$ cat src/rtl/rst_gen_pkg.sv
// Shared types for the reset generator/sequencer: FSM states, reset-cause
// encoding and a small elaboration-time helper.
package rst_gen_pkg;

   localparam int CAUSE_W = 2;

   typedef enum logic [1:0] {
      ASSERT  = 2'd0,
      RELEASE = 2'd1,
      RUN     = 2'd2
   } state_e;

   // Encoding 3 is reserved and never produced.
   typedef enum logic [CAUSE_W-1:0] {
      RST_CAUSE_POR = 2'd0,
      RST_CAUSE_SW  = 2'd1,
      RST_CAUSE_WDT = 2'd2
   } cause_e;

   function automatic int max_int(input int a, input int b);
      return (a > b) ? a : b;
   endfunction

endpackage

$ cat src/rtl/rst_gen_seq.sv
// Reset generator and sequencer. Merges power-on, software and watchdog
// resets, stretches every reset to MIN_PULSE cycles, then releases the
// NUM_OUT active-low outputs in order, one every REL_GAP cycles. The last
// reset cause is kept until the next reset event.
module rst_gen_seq
   import rst_gen_pkg::*;
#(
   parameter int unsigned NUM_OUT   = 3,
   parameter int unsigned MIN_PULSE = 16,
   parameter int unsigned REL_GAP   = 8
) (
   input  logic               clk_i,
   input  logic               rst_n_i,
   input  logic               sw_req_i,
   input  logic               wdt_req_i,
   input  logic               ext_hold_i,
   output logic [NUM_OUT-1:0] rst_n_o,
   output logic               busy_o,
   output logic [CAUSE_W-1:0] cause_o
);

   // One counter serves both the assert width and the release gap.
   localparam int CNT_MAX = max_int(int'(MIN_PULSE), int'(REL_GAP));
   localparam int CNT_W   = $clog2(CNT_MAX + 1);
   localparam int IDX_W   = (NUM_OUT > 1) ? $clog2(NUM_OUT) : 1;

   localparam logic [CNT_W-1:0]   PULSE_LAST = CNT_W'(MIN_PULSE - 1);
   localparam logic [CNT_W-1:0]   GAP_LAST   = CNT_W'(REL_GAP - 1);
   localparam logic [IDX_W-1:0]   IDX_LAST   = IDX_W'(NUM_OUT - 1);
   localparam logic [NUM_OUT-1:0] OUT_FIRST  = NUM_OUT'(1);

   state_e               state_q, state_d;
   logic [CNT_W-1:0]     cnt_q, cnt_d;
   logic [IDX_W-1:0]     idx_q, idx_d;
   logic [IDX_W-1:0]     idx_nxt;
   logic [NUM_OUT-1:0]   rst_n_q, rst_n_d;
   logic                 busy_q, busy_d;
   cause_e               cause_q, cause_d;
   logic                 req;

   assign req = sw_req_i | wdt_req_i;

   // Next-state logic: sequencing first, then a request overrides everything.
   always_comb begin
      state_d = state_q;
      cnt_d   = cnt_q;
      idx_d   = idx_q;
      rst_n_d = rst_n_q;
      busy_d  = busy_q;
      cause_d = cause_q;
      idx_nxt = idx_q + 1'b1;

      case (state_q)
         ASSERT: begin
            // Saturate so ext_hold_i can stretch the assert phase indefinitely.
            if (cnt_q != PULSE_LAST) begin
               cnt_d = cnt_q + 1'b1;
            end
            if ((cnt_q == PULSE_LAST) && !ext_hold_i) begin
               rst_n_d = OUT_FIRST;
               cnt_d   = '0;
               idx_d   = '0;
               if (NUM_OUT == 1) begin
                  state_d = RUN;
                  busy_d  = 1'b0;
               end else begin
                  state_d = RELEASE;
               end
            end
         end

         RELEASE: begin
            if (cnt_q == GAP_LAST) begin
               // Outputs form a thermometer code, so shifting in a one
               // releases exactly the next bit.
               rst_n_d = (rst_n_q << 1) | OUT_FIRST;
               idx_d   = idx_nxt;
               cnt_d   = '0;
               if (idx_nxt == IDX_LAST) begin
                  state_d = RUN;
                  busy_d  = 1'b0;
               end
            end else begin
               cnt_d = cnt_q + 1'b1;
            end
         end

         RUN: begin
            cnt_d = '0;
         end

         default: begin
            // Unreachable encoding: fall back to a fresh assert phase.
            state_d = ASSERT;
            cnt_d   = '0;
            idx_d   = '0;
            rst_n_d = '0;
            busy_d  = 1'b1;
         end
      endcase

      // A request wins over any transition in the same cycle, including
      // the ASSERT exit, and restarts the minimum width.
      if (req) begin
         state_d = ASSERT;
         cnt_d   = '0;
         idx_d   = '0;
         rst_n_d = '0;
         busy_d  = 1'b1;
         cause_d = wdt_req_i ? RST_CAUSE_WDT : RST_CAUSE_SW;
      end
   end

   // State and registered outputs; power-on reset forces outputs low at once.
   always_ff @(posedge clk_i or negedge rst_n_i) begin
      if (!rst_n_i) begin
         state_q <= ASSERT;
         cnt_q   <= '0;
         idx_q   <= '0;
         rst_n_q <= '0;
         busy_q  <= 1'b1;
         cause_q <= RST_CAUSE_POR;
      end else begin
         state_q <= state_d;
         cnt_q   <= cnt_d;
         idx_q   <= idx_d;
         rst_n_q <= rst_n_d;
         busy_q  <= busy_d;
         cause_q <= cause_d;
      end
   end

   assign rst_n_o = rst_n_q;
   assign busy_o  = busy_q;
   assign cause_o = cause_q;

endmodule

$ cat config.mk
export PLATFORM = sky130hd
export DESIGN_NAME = rst_gen_seq
export DESIGN_NICKNAME = d
export VERILOG_FILES = /design/src/rtl/rst_gen_pkg.sv /design/src/rtl/rst_gen_seq.sv
export SDC_FILE = /design/constraint.sdc
export NUM_CORES = 1
export LEC_CHECK = 0
export ABC_AREA = 1
export BUFFER_PORTS_ARGS = -buffer_cell sky130_fd_sc_hd__buf_2
export CORE_MARGIN = 4
export CORE_UTILIZATION = 51
export DETAILED_ROUTE_END_ITERATION = 16
export PLACE_DENSITY_LB_ADDON = 0.12
export SLEW_MARGIN = 10
export SYNTH_ARGS = -nofsm -noshare
export SYNTH_HDL_FRONTEND = slang
export SYNTH_SLANG_ARGS = --single-unit
$ cat constraint.sdc
create_clock -name clk_i -period 4.1 [get_ports clk_i]
set_input_delay 0.82 -clock clk_i [delete_from_list [all_inputs] [get_ports clk_i]]
set_output_delay 0.82 -clock clk_i [all_outputs]
set_load 0.01 [all_outputs]
==> summary.md, run 1 <==
| Metric | Value |
|---|---|
| Core ar. | `around 1500 µm²` |
| Worst Path Arrival | `0.93 ns` |
| Crit end category | `output port` |
| Worst hold path class | `input port to asynchronous set/reset pin` |
| Routed vias | `~650` |
| Clk sinks | `15` |
| H-tree depth | `1` |
| Final hold violations | `0` |
| Actual slew at the worst max-slew pin | `around 0.34 ns` |
| Ys Warns | `0` |
| Worst path max stage delay | `about 0.53 ns` |
| Layout cell share with drive strength beyond 1 | `a little under a quarter` |
| Post-synthesis average cell area | `8.08 µm²` |
| Setup Fix Bufs, Post-CTS | `0` |
| Clk_lat worst skew | `0.29 ns` |
| Post-route setup TNS | `0 ns` |
| CP Max Fanout | `2` |
| Largest net degree at the start of global routing | `16` |
| Max Cap Violations | `0` |
| Worst path cell trace | `buf_2` |
| Max transition margin | `77.5%` |
| Ant diodes | `0` |
| Yosys top cell by area | `dfrtp_1` |
| Clock slew at reported path FFs | `approximately 0.1 ns` |
| Post-Synthesis Cells | `~100` |
| Post-synth ARST share | `100%` |
| Number of global-route vias before repair | `~550` |
| CP required | `around 3.3 ns` |
| Clock skew | `between 0.006 and 0.007 ns` |
| Netlist cell types | `20` |
| Initial Utilization | `a little over half` |
| Max Root-Sink Buffers | `2` |
| Endpoints failing setup | `0` |
| Nets | `around 120` |
| Die X | `47.6 µm` |
| Final HPWL DP | `between 1000 and 1500 µm` |
| Cell depth of the worst setup path | `1` |
| Fin crit share | `a little over two fifths` |
| I/O Pins | `11` |
| Die ar. | `roughly 2300 µm²` |
| RSZ-0062 raised after global routing | `false` |
| Area grow syn2layout | `12.2%` |
| Primary FF master, synth | `dfrtp_1` |
| # DRC | `0` |
| Tot Pwr | `284 µW` |
| GRT Util Overall | `around 15%` |
| Top-count cell post-synth | `nand2_1` |
| Leak pwr | `roughly 0.44 nW` |
| Hold_buf cts | `0` |
| Total Wirelength | `roughly 1400 µm` |
| Routed WL per cell | `approximately 11 µm` |
| WP buf/inv | `1` |
| Status | `finished clean` |
| Worst reg-to-reg path cell count | `11` |
| Maximum VDD drop | `0.197 mV` |
| Pre-Repair DR Iteration Count | `5` |
| PortBufs | `10` |
| Initial antenna violation count | `0` |
| Area contributors post-synth | `dfrtp_1, nand2_1, inv_1` |
| CTS tree | `built` |
| Global-route wire length before repair | `about 2400 µm` |
| Row count | `14` |
| Max-slew violation count | `0` |
| Slowest stage cell, crit path | `dfstp_2` |
| Total CTS buffers | `3` |
| Synthesis-stage register bit count | `15` |
| Routed Antenna Nets | `0` |
| Fin crit period | `about 1.8 ns` |
| Most frequent cells after synthesis | `nand2_1, dfrtp_1, inv_1` |
| Mapped Area | `about 800 µm²` |
| Via density | `~5` |
| Critical Setup Path Class | `flip-flop to output port` |
| Die extent in y | `47.6 µm` |
| Total grt overflow | `0` |
| Routability cong. | `approximately 0.80` |
| First DRT Iteration DRCs | `27` |
| Resized Gates After CTS | `0` |
| CP delay by family, top | `flip-flops` |
| Synthesized Nets | `roughly 110` |
| Post-synth top area share | `43.8%` |
| Fmax achieved | `~0.57 GHz` |
| Root Driver | `clkbuf_4` |
| CP startpoint kind | `flip-flop` |
| P per Cell Area | `between 300 and 400 nW/µm²` |
| Seq/Total Area, Yosys | `between 40 and 50%` |
| EDFF count, synth | `0` |
## cell type report
type	count	area, µm²
inverters	15	56.3
well taps	16	20.0
clock inverters	1	5.00
clock buffers	3	22.5
flip-flops and latches	15	377
fillers	115	592
multi-input cells	69	367
repair buffers	10	50.0
## state kept, by name, indices dropped and copies added, names as in the netlist
register and flops:
idx_q 2, rst_n_o 3, busy_o 1, cause_o 2
cnt_q 5, state_q 2
## path summary, 6_finish.rpt
| path | from | to | slack [ns] |
|---|---|---|---|
| hold reg to reg | busy_o$_DFFE_PN1P_ | busy_o$_DFFE_PN1P_ | 0.47 |
| setup / recovery | busy_o$_DFFE_PN1P_ | busy_o | 2.35 |
| setup reg to reg | cnt_q[0]$_DFFE_PN0P_ | idx_q[0]$_DFFE_PN0P_ | 2.41 |
| min in group clk_i | busy_o$_DFFE_PN1P_ | busy_o$_DFFE_PN1P_ | 0.47 |
| max in group asynchronous | rst_n_i | busy_o$_DFFE_PN1P_ | 3.38 |
| hold / removal | rst_n_i | cnt_q[0]$_DFFE_PN0P_ | 0.41 |
## worst register-to-register path, stage by stage, from the launching register on
cell     delay (ns)
dfrtp_1        0.39
ha_1           0.19
nand2_1        0.10
nor2_1         0.11
ha_1           0.18
inv_1          0.06
nor2_1         0.12
nand2_1        0.06
nand3_1        0.15
nand2_4        0.11
nand2_1        0.07
o21ai_1        0.06
## cells in the final DEF (no fill, tap or decap), types with 3 or more instances in the layout
| cell | synthesis | routed |
|---|---|---|
| inv_2 | 4 | 4 |
| clkbuf_4 | 0 | 3 |
| a21oi_1 | 6 | 6 |
| nand3_1 | 7 | 7 |
| nand2_1 | 22 | 22 |
| nand2_2 | 3 | 3 |
| buf_2 | 0 | 10 |
| inv_1 | 11 | 11 |
| o21ai_0 | 4 | 4 |
| nor2_1 | 9 | 9 |
| dfrtp_1 | 14 | 14 |
| o21ai_1 | 4 | 4 |
| ha_1 | 3 | 3 |
## cell families after synthesis
family                     after synthesis  synth area share (%)
AOI/OAI and AO/OA                       15                  9.70
buffers and inverters                   15                  7.04
DFF                                     15                  47.1
adders and majority gates                3                  4.70
and+or+nand+nor                         51                  31.5
## metrics by stage
stage | utilization, % | area (µm²) | hold WS (ns) | setup WS [ns] | std cells
after floorplan | - | 800 | 0.459 | 2.64 | 99
after global placement | 58.4 | 870 | 0.448 | 2.42 | 125
after detailed placement | 58.4 | 870 | 0.456 | 2.41 | 125
after CTS | 60.3 | 897 | 0.434 | 2.34 | 129
after global routing | 60.3 | 897 | 0.428 | 2.26 | 129
final | 60.3 | 897 | 0.414 | 2.35 | 129
## per-layer routing
metal,GRT usage (%),vias to the layer above,routed length [µm]
met5,0,-,0
met4,6.45,0,31
met3,3.38,5,50
met2,20.3,14,632
met1,22.7,286,700
li1,-,342,-
## power by group
group / switching (mW) / internal, mW
sequential: 0.00460 / 0.154
clock: 0.0497 / 0.0363
combinational: 0.0258 / 0.0131
No activity file was read; power rests on OpenSTA's default activity.
==> run 2: changes to the inputs <==
Clock period 4.1 ns to 1.8 ns, I/O delays scaled along.
==> summary.md, run 2 (synthesis results as in run 1) <==
| Metric | Value |
|---|---|
| Nets | `around 120` |
| Max Root-Sink Buffers | `2` |
| Clk_lat worst skew | `between 0.2 and 0.3 ns` |
| WP buf/inv | `1` |
| Area grow syn2layout | `13.9%` |
| Largest net degree at the start of global routing | `16` |
| CP startpoint kind | `flip-flop` |
| R2R setup slack | `0.20 ns` |
| Endpoints failing setup | `0` |
| Worst path cell trace | `ha_1 > nand2_1 > nor2_1 > ha_1 > inv_1 > nor2_1 > nand2_1 > nand3_2 > nand2_4 > nand2_1 > o21ai_1` |
| Max transition margin | `77.2%` |
| Post-route setup TNS | `0 ns` |
| Die extent in y | `about 48 µm` |
| I/O Pins | `11` |
| Global-route wire length before repair | `2570 µm` |
| Worst path max stage delay | `0.39 ns` |
| Fin crit period | `1.60 ns` |
| Max-slew violation count | `0` |
| Fill count | `approximately 140` |
| Actual slew at the worst max-slew pin | `about 0.34 ns` |
| Fmax achieved | `roughly 0.62 GHz` |
| Cell mode on critical path | `nand2_1` |
| # DRC | `0` |
| Routed Antenna Nets | `0` |
| GRT Util Overall | `16.3%` |
| RSZ-0062 raised after global routing | `false` |
| Max reg flops | `5` |
| Final HPWL DP | `1150 µm` |
| First DRT Iteration DRCs | `11` |
| Die ar. | `approximately 2300 µm²` |
| Crit end category | `flip-flop` |
| Status | `finished clean` |
| Worst Path Arrival | `around 1.8 ns` |
| CP required | `1.97 ns` |
| Final Util | `61.2%` |
| Clk sinks | `15` |
| Via density | `slightly above 5` |
| Slowest stage cell, crit path | `dfrtp_1` |
| P per Cell Area | `slightly above 700 nW/µm²` |
| Ant diodes | `0` |
| Number of global-route vias before repair | `approximately 620` |
| Initial Utilization | `53.7%` |
| Die X | `~48 µm` |
| Setup Fix Bufs, Post-CTS | `0` |
| CTS tree | `built` |
| Multi-input logic area | `372 µm²` |
| Clock slew at reported path FFs | `about 0.10 ns` |
| CP delay by family, top | `simple AND/OR/NAND/NOR gates` |
| Worst hold path class | `input port to flip-flop` |
| Total Wirelength | `1500 µm` |
| H-tree depth | `1` |
| Initial antenna violation count | `0` |
| Total CTS buffers | `3` |
| Routability cong. | `0.727` |
| Layout cell share with drive strength beyond 1 | `roughly a quarter` |
| Final hold violations | `0` |
| Routed WL per cell | `~12 µm` |
| Pre-Repair DR Iteration Count | `4` |
| Most frequent cells in the layout | `nand2_1, dfrtp_1, inv_1, buf_2, nor2_1` |
| Clock skew | `around 0.012 ns` |
| Critical Setup Path Class | `flip-flop to flip-flop` |
| Max Cap Violations | `0` |
| Routed vias | `roughly 670` |
| Fin crit share | `about nine tenths` |
| CP Max Fanout | `9` |
| Largest Register | `cnt_q` |
| Core ar. | `roughly 1500 µm²` |
| Leak pwr | `between 0.4 and 0.5 nW` |
| Root Driver | `clkbuf_4` |
| PortBufs | `10` |
| Commonest non-fill, non-tap cell in the layout | `nand2_1` |
| Total grt overflow | `0` |
| Row count | `14` |
| Register area | `around 380 µm²` |
| Maximum VDD drop | `roughly 0.49 mV` |
| Tot Pwr | `roughly 650 µW` |
[run 2: cell types whose count changed in the layout (fill, tap and decap cells not counted), sizes merged]
cell         change
clkbuf           +1
clkinv           -1
dlygate4sd3      +1
[run 2: timing repair]
item | CTS | global route
endpoints found under the setup margin | 0 | 2
hold buffers | 1 | 0
endpoints found under the hold margin | 14 | 0
gates resized for setup | 0 | 1
[run 2: metrics by stage]
stage	worst slack [ns]	area (µm²)	std cells	hold slack (ns)
after floorplan	0.335	800	99	0.0644
after global placement	0.248	870	125	0.277
after detailed placement	0.187	870	125	0.284
after CTS	0.131	906	130	0.292
after global routing	0.0592	911	130	0.296
final	0.198	911	130	0.286
[run 2: worst register-to-register path, stage by stage, from the launching register on]
cell     delay [ns]
dfrtp_1        0.39
ha_1           0.18
nand2_1        0.09
nor2_1         0.10
ha_1           0.17
inv_1          0.05
nor2_1         0.12
nand2_1        0.08
nand3_2        0.10
nand2_4        0.09
nand2_1        0.06
o21ai_1        0.06
[run 2: path summary, 6_finish.rpt]
kind	endpoint	startpoint	cells after the start
setup / recovery	idx_q[1]$_DFFE_PN0P_	cnt_q[0]$_DFFE_PN0P_	11
hold / removal	cause_o[0]$_DFFE_PN0P_	wdt_req_i	2
setup reg to reg	idx_q[1]$_DFFE_PN0P_	cnt_q[0]$_DFFE_PN0P_	11
hold reg to reg	busy_o$_DFFE_PN1P_	busy_o$_DFFE_PN1P_	2
max in group asynchronous	busy_o$_DFFE_PN1P_	rst_n_i	2
min in group asynchronous	cnt_q[3]$_DFFE_PN0P_	rst_n_i	2
[run 2: per-layer routing]
metal	track usage, %	wire length, µm	vias up
met5	0	0	-
met4	6.45	19	0
met3	4.51	47	4
li1	-	-	345
met2	26.5	706	9
met1	20.4	728	313
[run 2: power breakdown]
part / total [mW] / switching (mW) / internal [mW]
clock network: 0.197 / 0.111 / 0.0860
logic: 0.0939 / 0.0620 / 0.0319
registers: 0.361 / 0.0101 / 0.351
total: 0.652 / 0.183 / 0.469
[run 2: final cells by class]
type	count	share of cell area, %
Timing Repair Buffer	11	6.59
Inverter	15	6.18
Clock buffer	4	2.88
Multi-Input combinational cell	69	40.8
Sequential cell	15	41.3
Tap cell	16	2.20
==> run 3: changes to the inputs <==
Settings changed: MAX_ROUTING_LAYER set to met4.
==> summary.md, run 3 (synthesis results as in run 1) <==
| Metric | Value |
|---|---|
| Max-slew violation count | `0` |
| Fin crit share | `between 80% and 90%` |
| Critical Setup Path Class | `flip-flop to flip-flop` |
| Int Pwr | `between 400 and 500 µW` |
| Worst reg-to-reg path cell count | `11` |
| Max Root-Sink Buffers | `2` |
| Clock slew at reported path FFs | `about 0.10 ns` |
| Cell mode on critical path | `nand2_1` |
| Fin crit period | `around 1.6 ns` |
| Largest net degree at the start of global routing | `16` |
| # DRC | `0` |
| Sequential share of power | `55.6%` |
| Status | `finished clean` |
| Row count | `14` |
| Maximum VDD drop | `slightly below 0.5 mV` |
| Max reg flops | `5` |
| Area grow syn2layout | `13.9%` |
| I/O Pins | `11` |
| Initial antenna violation count | `0` |
| R2R Path End | `idx_q[1]$_DFFE_PN0P_` |
| Total CTS buffers | `3` |
| Post-place setup slack | `approximately 0.19 ns` |
| Pre-Repair DR Iteration Count | `4` |
| Commonest non-fill, non-tap cell in the layout | `nand2_1` |
| Largest Register | `cnt_q` |
| Worst Path Arrival | `around 1.8 ns` |
| Initial Utilization | `a little over half` |
| H-tree depth | `1` |
| Actual slew at the worst max-slew pin | `approximately 0.34 ns` |
| Global-route wire length before repair | `approximately 2600 µm` |
| P per Cell Area | `between 700 and 800 nW/µm²` |
| Die ar. | `~2300 µm²` |
| CTS tree | `built` |
| Clk_lat worst skew | `0.28 ns` |
| Root Driver | `clkbuf_4` |
| Fmax achieved | `0.624 GHz` |
| Comb pwr share | `between 10% and 20%` |
| Die extent in y | `between 40 and 50 µm` |
| Clock skew | `between 0.01 and 0.015 ns` |
| Final hold violations | `0` |
| Clk pwr share | `30.0%` |
| Final HPWL DP | `between 1000 and 1500 µm` |
| Layout cell share with drive strength beyond 1 | `between 20% and 30%` |
| Slowest stage cell, crit path | `dfrtp_1` |
| Max transition margin | `between 70% and 80%` |
| Leak pwr | `about 0.44 nW` |
| Sw Pwr | `between 150 and 200 µW` |
| CP startpoint kind | `flip-flop` |
| Crit path from | `cnt_q[0]$_DFFE_PN0P_` |
| CP Max Fanout | `9` |
| Clk sinks | `15` |
| Nets | `123` |
| Fill count | `about 140` |
| Critical R2R Launch | `cnt_q[0]$_DFFE_PN0P_` |
| Worst path max stage delay | `0.39 ns` |
| Routed vias | `around 670` |
| PortBufs | `10` |
| Post-route setup TNS | `0 ns` |
| Crit end category | `flip-flop` |
| Number of global-route vias before repair | `~620` |
| Core ar. | `between 1000 and 1500 µm²` |
| Routed WL per cell | `around 12 µm` |
| Routed Antenna Nets | `0` |
| First DRT Iteration DRCs | `11` |
| Max Cap Violations | `0` |
| Routability cong. | `roughly 0.74` |
| Worst hold path class | `input port to flip-flop` |
| Ant diodes | `0` |
| Worst path cell trace | `ha_1 > nand2_1 > nor2_1 > ha_1 > inv_1 > nor2_1 > nand2_1 > nand3_2 > nand2_4 > nand2_1 > o21ai_1` |
| Critical Path Sink | `idx_q[1]$_DFFE_PN0P_` |
| Die X | `roughly 48 µm` |
| Total Wirelength | `between 1000 and 1500 µm` |
| Via density | `5.17` |
| Total grt overflow | `0` |
| Most frequent cells in the layout | `nand2_1, dfrtp_1, inv_1, buf_2, nor2_1` |
| RSZ-0062 raised after global routing | `false` |
| GRT Util Overall | `16.8%` |
| CP required | `between 1.5 and 2 ns` |
| Fin worst setup slack | `0.198 ns` |
| Sw Share | `27.9%` |
| Endpoints failing setup | `0` |
| R2R setup slack | `between 0.15 and 0.2 ns` |
==> run 3: repair_timing <==
action,CTS,global route
resized for setup,0,1
setup endpoints to repair,0,2
hold endpoints to repair,14,0
hold buffers,1,0
buffers inserted,0,0
==> run 3: how the worst min path moves through the flow <==
stage / cells after the start / from / slack [ns] / endpoint
floorplan: 0 / rst_n_i / 0.06 / cause_o[0]$_DFFE_PN0P_
global placement: 1 / rst_n_i / 0.28 / cnt_q[3]$_DFFE_PN0P_
detailed placement: 1 / rst_n_i / 0.28 / cnt_q[3]$_DFFE_PN0P_
CTS: 2 / wdt_req_i / 0.29 / cause_o[0]$_DFFE_PN0P_
global route: 2 / wdt_req_i / 0.30 / cause_o[0]$_DFFE_PN0P_
finish: 2 / wdt_req_i / 0.29 / cause_o[0]$_DFFE_PN0P_
==> run 3: area by class of cell <==
class | instances | area [µm²] | share of cell area (%)
Sequential cell | 15 | 377 | 41.3
Multi-Input combinational cell | 69 | 372 | 40.8
Timing Repair Buffer | 11 | 60.1 | 6.59
Inverter | 15 | 56.3 | 6.18
Clock buffer | 4 | 26.3 | 2.88
Tap cell | 16 | 20.0 | 2.20
==> run 3: critical path, delay by kind of cell, from the launching register on <==
| kind | cells | cell delay, ns |
|---|---|---|
| AND/OR/NAND/NOR | 7 | 0.64 |
| flip-flops | 1 | 0.39 |
| adder cells (fa/ha/maj) | 2 | 0.35 |
| AO/OA/AOI/OAI | 1 | 0.06 |
| buffers and inverters | 1 | 0.05 |
==> run 3: power by group through the flow <==
stage / Clock, mW / Sequential, mW / Combinational (mW)
after detailed placement: 0 / 0.368 / 0.0923
after floorplan: 0 / 0.370 / 0.0559
after global routing: 0.218 / 0.364 / 0.107
after CTS: 0.197 / 0.361 / 0.0942
final: 0.195 / 0.361 / 0.0939
after global placement: 0 / 0.367 / 0.0899
==> run 3: per-stage QoR <==
step | std cells | area, µm² | hold WS (ns) | total power [mW] | util [%]
after CTS | 130 | 906 | 0.292 | 0.653 | 60.8
after detailed placement | 125 | 870 | 0.284 | 0.460 | 58.4
final | 130 | 911 | 0.289 | 0.650 | 61.2
after floorplan | 99 | 800 | 0.0644 | 0.426 | -
after global routing | 130 | 911 | 0.296 | 0.688 | 61.2
after global placement | 125 | 870 | 0.277 | 0.457 | 58.4
==> run 3: per-layer routing <==
layer	global-route usage, %	vias to the layer above	wire length [µm]
met5	-	-	0
met4	6.45	0	21
met3	4.51	4	40
met2	26.5	9	709
met1	20.4	314	728
li1	-	345	-
